==> src/rtl/alu_z_stage.sv <==
// rtl/alu_z_stage.sv - ALU result-capture stage holding Z pair and HI/LO registers
//
// Waits SETTLE_CYCLES edges after an accepted capture request so that deep
// combinational ALU paths (MUL/DIV) settle, then registers the result and
// its status flags. A combinational bus port drives the Z registers out.
//
// Ports:
//   clk          system clock, rising edge
//   clear        synchronous active-high reset
//   result_lo    ALU low result
//   result_hi    ALU high result (MUL high word / DIV remainder)
//   op_wide      current op is MUL/DIV, sampled when zin is accepted
//   zin          capture request pulse
//   zlo_out      drive z_lo onto the bus
//   zhi_out      drive z_hi onto the bus
//   busy         settle in progress
//   z_valid      Z holds a completed capture
//   z_lo, z_hi   Z register pair
//   hi_q, lo_q   architectural HI/LO registers
//   zero_flag    captured result is zero
//   neg_flag     captured result is negative
//   bus_data     bus drive value
//   bus_drive    bus driven this cycle
//   bus_conflict zlo_out and zhi_out asserted together
//   overrun      sticky, zin arrived while busy
module alu_z_stage #(
    parameter int WIDTH         = 32,
    parameter int SETTLE_CYCLES = 2
) (
    input  logic             clk,
    input  logic             clear,
    input  logic [WIDTH-1:0] result_lo,
    input  logic [WIDTH-1:0] result_hi,
    input  logic             op_wide,
    input  logic             zin,
    input  logic             zlo_out,
    input  logic             zhi_out,
    output logic             busy,
    output logic             z_valid,
    output logic [WIDTH-1:0] z_lo,
    output logic [WIDTH-1:0] z_hi,
    output logic [WIDTH-1:0] hi_q,
    output logic [WIDTH-1:0] lo_q,
    output logic             zero_flag,
    output logic             neg_flag,
    output logic [WIDTH-1:0] bus_data,
    output logic             bus_drive,
    output logic             bus_conflict,
    output logic             overrun
);

    typedef enum logic [1:0] {
        S_IDLE  = 2'd0,
        S_WAIT  = 2'd1,
        S_VALID = 2'd2
    } state_t;

    localparam logic [3:0] COUNT_LOAD = 4'(SETTLE_CYCLES - 1);

    state_t           state_q, state_d;
    logic [3:0]       count_q, count_d;
    logic             wide_q, wide_d;
    logic [WIDTH-1:0] z_lo_q, z_lo_d;
    logic [WIDTH-1:0] z_hi_q, z_hi_d;
    logic [WIDTH-1:0] hi_r_q, hi_r_d;
    logic [WIDTH-1:0] lo_r_q, lo_r_d;
    logic             zero_q, zero_d;
    logic             neg_q, neg_d;
    logic             overrun_q, overrun_d;

    always_comb begin
        state_d   = state_q;
        count_d   = count_q;
        wide_d    = wide_q;
        z_lo_d    = z_lo_q;
        z_hi_d    = z_hi_q;
        hi_r_d    = hi_r_q;
        lo_r_d    = lo_r_q;
        zero_d    = zero_q;
        neg_d     = neg_q;
        overrun_d = overrun_q;

        case (state_q)
            S_IDLE, S_VALID: begin
                if (zin) begin
                    state_d = S_WAIT;
                    count_d = COUNT_LOAD;
                    wide_d  = op_wide;
                end
            end
            S_WAIT: begin
                if (zin) begin
                    // Restart the settle window; the earlier request is dropped.
                    count_d   = COUNT_LOAD;
                    wide_d    = op_wide;
                    overrun_d = 1'b1;
                end else if (count_q != 4'd0) begin
                    count_d = count_q - 4'd1;
                end else begin
                    z_lo_d = result_lo;
                    z_hi_d = wide_q ? result_hi : '0;
                    if (wide_q) begin
                        lo_r_d = result_lo;
                        hi_r_d = result_hi;
                    end
                    zero_d  = (result_lo == '0) && (!wide_q || (result_hi == '0));
                    neg_d   = wide_q ? result_hi[WIDTH-1] : result_lo[WIDTH-1];
                    state_d = S_VALID;
                end
            end
            default: state_d = S_IDLE;
        endcase
    end

    always_ff @(posedge clk) begin
        if (clear) begin
            state_q   <= S_IDLE;
            count_q   <= 4'd0;
            wide_q    <= 1'b0;
            z_lo_q    <= '0;
            z_hi_q    <= '0;
            hi_r_q    <= '0;
            lo_r_q    <= '0;
            zero_q    <= 1'b0;
            neg_q     <= 1'b0;
            overrun_q <= 1'b0;
        end else begin
            state_q   <= state_d;
            count_q   <= count_d;
            wide_q    <= wide_d;
            z_lo_q    <= z_lo_d;
            z_hi_q    <= z_hi_d;
            hi_r_q    <= hi_r_d;
            lo_r_q    <= lo_r_d;
            zero_q    <= zero_d;
            neg_q     <= neg_d;
            overrun_q <= overrun_d;
        end
    end

    assign busy      = (state_q == S_WAIT);
    assign z_valid   = (state_q == S_VALID);
    assign z_lo      = z_lo_q;
    assign z_hi      = z_hi_q;
    assign hi_q      = hi_r_q;
    assign lo_q      = lo_r_q;
    assign zero_flag = zero_q;
    assign neg_flag  = neg_q;
    assign overrun   = overrun_q;

    // Bus reflects the registers as they stand now, so a capture edge shows
    // up on the bus only in the following cycle. z_lo has priority.
    assign bus_drive    = zlo_out | zhi_out;
    assign bus_conflict = zlo_out & zhi_out;
    assign bus_data     = zlo_out ? z_lo_q : (zhi_out ? z_hi_q : '0);

endmodule

==> config.mk <==
export PLATFORM = sky130hd
export DESIGN_NAME = alu_z_stage
export DESIGN_NICKNAME = d
export VERILOG_FILES = /design/src/rtl/alu_z_stage.sv
export SDC_FILE = /design/constraint.sdc
export NUM_CORES = 1
export LEC_CHECK = 0
export ABC_AREA = 1
export CAP_MARGIN = 25
export CORE_MARGIN = 2
export CORE_UTILIZATION = 43
export CTS_BUF_LIST = sky130_fd_sc_hd__clkbuf_2 sky130_fd_sc_hd__clkbuf_4 sky130_fd_sc_hd__clkbuf_8
export CTS_CLUSTER_DIAMETER = 50
export DETAILED_ROUTE_END_ITERATION = 10
export GPL_ROUTABILITY_DRIVEN = 1
export PLACE_DENSITY = 0.82
export SYNTH_ARGS = -nofsm -noshare
export SYNTH_HDL_FRONTEND = slang
export SYNTH_SLANG_ARGS = --single-unit
export TNS_END_PERCENT = 30
==> constraint.sdc <==
create_clock -name clk -period 1.65 [get_ports clk]
set_input_delay 0.33 -clock clk [delete_from_list [all_inputs] [get_ports clk]]
set_output_delay 0.33 -clock clk [all_outputs]
set_load 0.05 [all_outputs]
==> metrics.md, run 1 <==
| Metric | Value |
|---|---|
| Detail Route Antenna Nets | `0` |
| Longest Clk Path Bufs | `2` |
| Top cells by area, synth | `dfxtp_1 51%, nand2_1 18%, a21oi_1 9.5%` |
| Most common cell in the netlist | `nand2_1` |
| CP Max Fanout | `3` |
| Met1 Track Usage GR | `0.3388` |
| CTS Root Buffer Type | `clkbuf_8` |
| Antenna Diode Count | `0` |
| Max incr delay on CP | `0.42 ns` |
| Setup violators final | `0` |
| Sw frac | `0.2789` |
| Worst reg2reg path endpoint | `z_hi[15]` |
| Width of the die | `116.2 um` |
| Number of I/O port buffers | `236` |
| GR Overflow Total | `0` |
| Initial core utilization | `0.4346` |
| Yosys warns | `0` |
| Worst Hold Path EP | `zero_flag` |
| CP bufs+invs | `1` |
| Crit-path cells | `nand3_1 -> nand2_1 -> buf_12` |
| Critical Path RT | `1.32 ns` |
| Post-DP HPWL | `14.18 mm` |
| Internal power contribution | `5.823 mW` |
| Clock share of power | `0.386` |
| Outcome | `complete, no violations` |
| Initial antenna violation count | `0` |
| CTS tree | `built` |
| Post-Syn Area per Cell | `7.176 um^2` |
| Fmax | `608.6 MHz` |
| I/O pins | `237` |
| Pwr dens | `912.6 nW/um^2` |
| WS Path Type | `register to primary output` |
| Clock sinks | `138` |
| Routed len/inst | `16.46 um` |
| Fin crit share | `0.9958` |
| Psw | `2.253 mW` |
| Hold depth | `4` |
| Final WL | `19.49 mm` |
| RD Place Congestion | `0.9017` |
| Largest net degree at the start of global routing | `42` |
| Core area | `12,470 um^2` |
| Number of remaining DRC errors | `0` |
| Worst Path Arrival | `1.31 ns` |
| TritonCTS Buffers | `17` |
| Crit path launch type | `register` |
| Clock latency on the worst-skew pair | `0.45 ns` |
| Worst reg2reg path depth | `7` |
| Family with the most delay on the worst path | `flip-flops` |
| R2R setup slack | `0.09 ns` |
| Final hold vios | `0` |
| Final setup TNS | `0 ns` |
| Gr busiest metal | `met2` |
| Hold Path Origin | `clear` |
| Crit path capture type | `primary output` |
| DRT Pass-1 Iters | `5` |
| Worst-Margin Slew | `0.4483 ns` |
| Sequential-to-total area share from yosys stat | `0.5099` |
| Post-Place Setup Slack | `-0.2894 ns` |
| Die Y | `116.2 um` |
| FFs w/ async S/R, synth | `0` |
| Top post-synthesis cells by count | `254 x nand2_1, 138 x dfxtp_1, 112 x nor2_1, 103 x a21oi_1` |
| Synth Net Count | `827` |
| Initial DRC Count | `562` |
| Final worst slack | `0.006865 ns` |
| Top cell type's share of synthesized area | `0.5099` |
| Vias | `6,075` |
| Final core occ | `0.7099` |
| First-pass GRT wire length | `29.41 mm` |
| Row count | `41` |
| Max_slew headroom | `0.7011` |
| Max-slew violations | `0` |
| Fraction of layout cells with a size suffix above 1 | `0.2796` |
| Min-delay worst type | `input pin to register` |
| Final Skew | `0.009340 ns` |
| CP max stage cell | `dfxtp_1` |
| GR Layer Usage met3 | `0.1007` |
| Die area | `13,510 um^2` |
| Vias/cell | `5.131` |
| H-tree Lvls | `4` |
| Register bit total from synthesis | `138` |
| Comb power frac | `0.177` |
| Max-cap viol count | `0` |
| Synth unique cells | `23` |
| Lkg Pwr | `3.763 nW` |
| Top_reg_cell synth | `dfxtp_1` |
| Synth-to-layout area growth | `63.35%` |
| Post-synth EDFFs | `0` |
| Vias in the first global route | `5,714` |
| Setup Buffers After CTS | `0` |
| Syn Inst Count | `755` |
| Grt met2 use | `0.4744` |
| Sequential Power Share | `0.437` |
| RSZ-0062 raised after global routing | `true` |
| Nets@finish | `1,071` |
| Max rail drop VDD | `0.0005911 V` |
| Worst-path clk slew | `0.08 ns` |
| Post-synthesis instance area | `5418 um^2` |
| Post-layout minimum cycle time | `1.643 ns` |
| Total GRT Usage | `0.2876` |
| Worst flop-to-flop path startpoint | `count_q[0]` |
| Yosys top cell by area | `dfxtp_1` |
## timing repair
item	CTS	global route
resized for setup	30	20
setup endpoints to repair	35	47
pin swaps	0	1
hold buffers	0	0
gates cloned	2	0
## cell usage in the layout (no fill, tap or decap), types with 5 or more instances in the layout
cell | netlist | final
clkbuf_8 | 0 | 17
nand2_1 | 254 | 233
nand2_2 | 1 | 22
dfxtp_1 | 138 | 129
clkdlybuf4s50_1 | 0 | 66
dfxtp_2 | 0 | 9
inv_1 | 12 | 11
o21ai_0 | 36 | 36
nand3_2 | 0 | 5
nand3_1 | 36 | 31
a21oi_1 | 103 | 103
nor2_1 | 112 | 111
buf_4 | 3 | 149
buf_12 | 0 | 49
bufinv_16 | 0 | 5
## worst min-delay path, cell delays in order
cell and delay, ns:
buf_4 0.11, nor2_1 0.04, nand2_1 0.06, nor2_1 0.03
## worst max path at each step
| stage | endpoint | slack, ns | startpoint | depth (start not counted) |
|---|---|---|---|---|
| 2_1_floorplan | bus_data[10] | 0.004 | zlo_out | 5 |
| 3_3_place_gp | bus_data[11] | -0.28 | zlo_out | 5 |
| 3_5_place_dp | bus_data[11] | -0.29 | zlo_out | 5 |
| 4_1_cts | bus_data[19] | -0.01 | zlo_out | 6 |
| 5_1_grt | bus_data[11] | -0.04 | z_hi[11] | 3 |
| 6_report | bus_data[11] | 0.007 | z_hi[11] | 3 |
## power by group through the flow
stage,clock network (mW),logic [mW],registers [mW]
final,3.12,1.43,3.53
after global routing,3.31,1.51,3.53
after CTS,3.15,1.42,3.52
after detailed placement,0,1.38,3.60
after global placement,0,1.37,3.60
after floorplan,0,0.454,3.84
## stage by stage
step / instances / area (um^2) / hold WS, ns / total power [mW]
5_1_grt: 1184 / 8850 / 0.1521 / 8.356
4_1_cts: 1184 / 8796 / 0.1386 / 8.099
3_5_place_dp: 1150 / 8224 / 0.4517 / 4.979
2_1_floorplan: 755 / 5418 / 0.4532 / 4.290
6_report: 1184 / 8850 / 0.1610 / 8.076
3_3_place_gp: 1150 / 8224 / 0.4411 / 4.966
## kinds of logic (layout without fill, tap and decap cells)
group,Yosys count,after routing,share of synthesized area
AO/OA/AOI/OAI,142,142,0.1326
XOR/XNOR,1,1,0.001617
adder cells (fa/ha/maj),2,2,0.004618
buffers and inverters,63,320,0.05219
flip-flops,138,138,0.5099
AND/OR/NAND/NOR,409,409,0.2991
## per-layer routing
metal / share of wire / vias up
met5: 0 / -
li1: - / 2915
met1: 0.39 / 2802
met4: 0.029 / 0
met3: 0.10 / 46
met2: 0.47 / 312
## state kept, by name, indices dropped and copies added, names as in the netlist
name,flops
state_q,2
z_hi,32
hi_q,32
count_q,4
neg_flag,1
overrun,1
lo_q,32
z_lo,32
zero_flag,1
wide_q,1
## cell type report
class,instances,area (um^2)
Clock inverter,13,200.2
Sequential cell,138,2774
Fill cell,980,3616
Tap cell,172,215.2
Multi-Input combinational cell,554,2452
Inverter,15,58.81
Timing Repair Buffer,273,2900
Clock buffer,19,249.0
(Power assumes the default switching activity.)
==> run 2: changes to the inputs <==
--- a/config.mk
+++ b/config.mk
@@ -8,12 +8,13 @@
 export ABC_AREA = 1
 export CAP_MARGIN = 25
 export CORE_MARGIN = 2
-export CORE_UTILIZATION = 43
+export CORE_UTILIZATION = 50
 export CTS_BUF_LIST = sky130_fd_sc_hd__clkbuf_2 sky130_fd_sc_hd__clkbuf_4 sky130_fd_sc_hd__clkbuf_8
 export CTS_CLUSTER_DIAMETER = 50
 export DETAILED_ROUTE_END_ITERATION = 10
+export DONT_BUFFER_PORTS = 1
 export GPL_ROUTABILITY_DRIVEN = 1
-export PLACE_DENSITY = 0.82
+export PLACE_DENSITY = 0.65
 export SYNTH_ARGS = -nofsm -noshare
 export SYNTH_HDL_FRONTEND = slang
 export SYNTH_SLANG_ARGS = --single-unit
==> constraint.sdc (replaced) <==
create_clock -name clk -period 1.54 [get_ports clk]
set_input_delay 0.308 -clock clk [delete_from_list [all_inputs] [get_ports clk]]
set_output_delay 0.308 -clock clk [all_outputs]
set_load 0.05 [all_outputs]
==> metrics.md, run 2 (synthesis gave the netlist of run 1 again) <==
| Metric | Value |
|---|---|
| Outcome | `finished with violations` |
| Violated checks | `negative hold slack` |
| Vias in the first global route | `5,523` |
| CP max stage cell | `dfxtp_2` |
| Die area | `11,680 um^2` |
| GR Overflow Total | `0` |
| WS Path Type | `register to register` |
| Clock latency on the worst-skew pair | `0.44 ns` |
| FF+latch area | `2771 um^2` |
| Longest Clk Path Bufs | `2` |
| Width of the die | `108.1 um` |
| CTS Root Buffer Type | `clkbuf_8` |
| Worst-Margin Slew | `0.5766 ns` |
| Antenna Diode Count | `0` |
| Die Y | `108.1 um` |
| Final hold slack | `-0.07183 ns` |
| Core area | `10,700 um^2` |
| Commonest non-fill, non-tap cell in the layout | `nand2_1` |
| Fmax | `653.1 MHz` |
| Worst flop-to-flop path startpoint | `state_q[0]` |
| Row count | `38` |
| Post-Place Setup Slack | `-0.002848 ns` |
| Nets@finish | `940` |
| Post-layout minimum cycle time | `1.531 ns` |
| Psw | `2.215 mW` |
| CTS Hold Bufs | `24` |
| TritonCTS Buffers | `17` |
| Detail Route Antenna Nets | `0` |
| I/O pins | `237` |
| Hold Path Origin | `clear` |
| Number of remaining DRC errors | `0` |
| Worst Path Arrival | `1.89 ns` |
| Crit path launch type | `register` |
| Comb power frac | `0.143` |
| Min-delay worst type | `input pin to register` |
| H-tree Lvls | `4` |
| CP startpoint | `state_q[0]` |
| Final hold vios | `103` |
| Fraction of layout cells with a size suffix above 1 | `0.2202` |
| Fin crit share | `0.9943` |
| Max incr delay on CP | `0.37 ns` |
| CP Max Fanout | `34` |
| Post-DP HPWL | `12.29 mm` |
| Sw frac | `0.2716` |
| Critical Path RT | `1.90 ns` |
| Synth-to-layout area growth | `41.32%` |
| Final WL | `18.42 mm` |
| RD Place Congestion | `0.8094` |
| Final worst slack | `0.008724 ns` |
| Vias | `5,652` |
| Largest net degree at the start of global routing | `106` |
| CTS tree | `built` |
| DRT Pass-1 Iters | `6` |
| Total GRT Usage | `0.3061` |
| Initial core utilization | `0.5064` |
| Family with the most delay on the worst path | `simple AND/OR/NAND/NOR gates` |
| CP bufs+invs | `3` |
| Initial DRC Count | `528` |
| Crit path capture type | `register` |
| Clock share of power | `0.388` |
| Internal power contribution | `5.939 mW` |
| Multi-input gate area | `2490 um^2` |
| Clock sinks | `138` |
| Final Skew | `0.006373 ns` |
| Max_slew headroom | `0.6151` |
| Number of I/O port buffers | `0` |
| Sequential Power Share | `0.468` |
| Pwr dens | `1065 nW/um^2` |
| Max-slew violations | `0` |
| Initial antenna violation count | `0` |
| Crit-path cells | `inv_2 -> nor2_8 -> nand2_2 -> nor2_4 -> buf_6 -> buf_12 -> nand2_1 -> a21oi_1` |
| Lkg Pwr | `3.133 nW` |
| Setup violators final | `0` |
| Final core occ | `0.7157` |
| Max-cap viol count | `0` |
| RSZ-0062 raised after global routing | `true` |
| Max rail drop VDD | `0.0006390 V` |
| Worst-path clk slew | `0.07 ns` |
| Most frequent cells in the layout | `239 x nand2_1, 133 x dfxtp_1, 109 x nor2_1, 97 x a21oi_1, 70 x buf_4` |
| Vias/cell | `5.536` |
| Routed len/inst | `18.05 um` |
| Fill count | `819` |
| First-pass GRT wire length | `27.37 mm` |
## run 2: layer usage
metal | up-vias | wire [um] | share of wire | track usage
li1 | 2647 | - | - | -
met1 | 2657 | 6631 | 0.36 | 0.3309
met2 | 285 | 9281 | 0.50 | 0.5395
met3 | 63 | 1793 | 0.097 | 0.09705
met4 | 0 | 717 | 0.039 | 0.1502
met5 | - | 0 | 0 | 0
## run 2: what timing repair did
action / 4_1_cts / 5_1_grt
endpoints found under the hold margin: 127 / 103
endpoints found under the setup margin: 11 / 90
cloned: 3 / 0
resized for setup: 14 / 27
buffers inserted: 2 / 4
pin swaps: 1 / 5
## run 2: final cells by class
cell class                 instances  share of cell area
clock buffer                      25             0.04167
clock inverter                     7             0.01471
inverter                          15            0.008008
multi-input combinational        554              0.3252
sequential                       138              0.3620
tap                              140             0.02288
timing repair buffer             142              0.2255
## run 2: path summary, 6_finish.rpt
kind,end,slack [ns],cells after the start
setup / recovery,lo_q[12],0.009,8
hold / removal,state_q[1],-0.07,1
setup reg to reg,lo_q[12],0.009,8
hold reg to reg,count_q[0],0.52,2
## run 2: metrics by stage
step	total power [mW]	instance area (um^2)	TNS [ns]	cells
3_3_place_gp	4.903	6720	0	956
6_report	8.153	7656	0	1021
3_5_place_dp	4.927	6720	-0.002848	956
4_1_cts	8.135	7550	-0.08518	1017
2_1_floorplan	4.599	5440	-1.301	755
5_1_grt	8.422	7656	-0.1465	1021
## run 2: power by group through the flow
stage | Clock, mW | Sequential, mW | Combinational [mW]
after floorplan | 0 | 4.11 | 0.490
after global placement | 0 | 3.89 | 1.01
after detailed placement | 0 | 3.90 | 1.03
after CTS | 3.19 | 3.82 | 1.12
after global routing | 3.36 | 3.83 | 1.24
final | 3.17 | 3.82 | 1.17
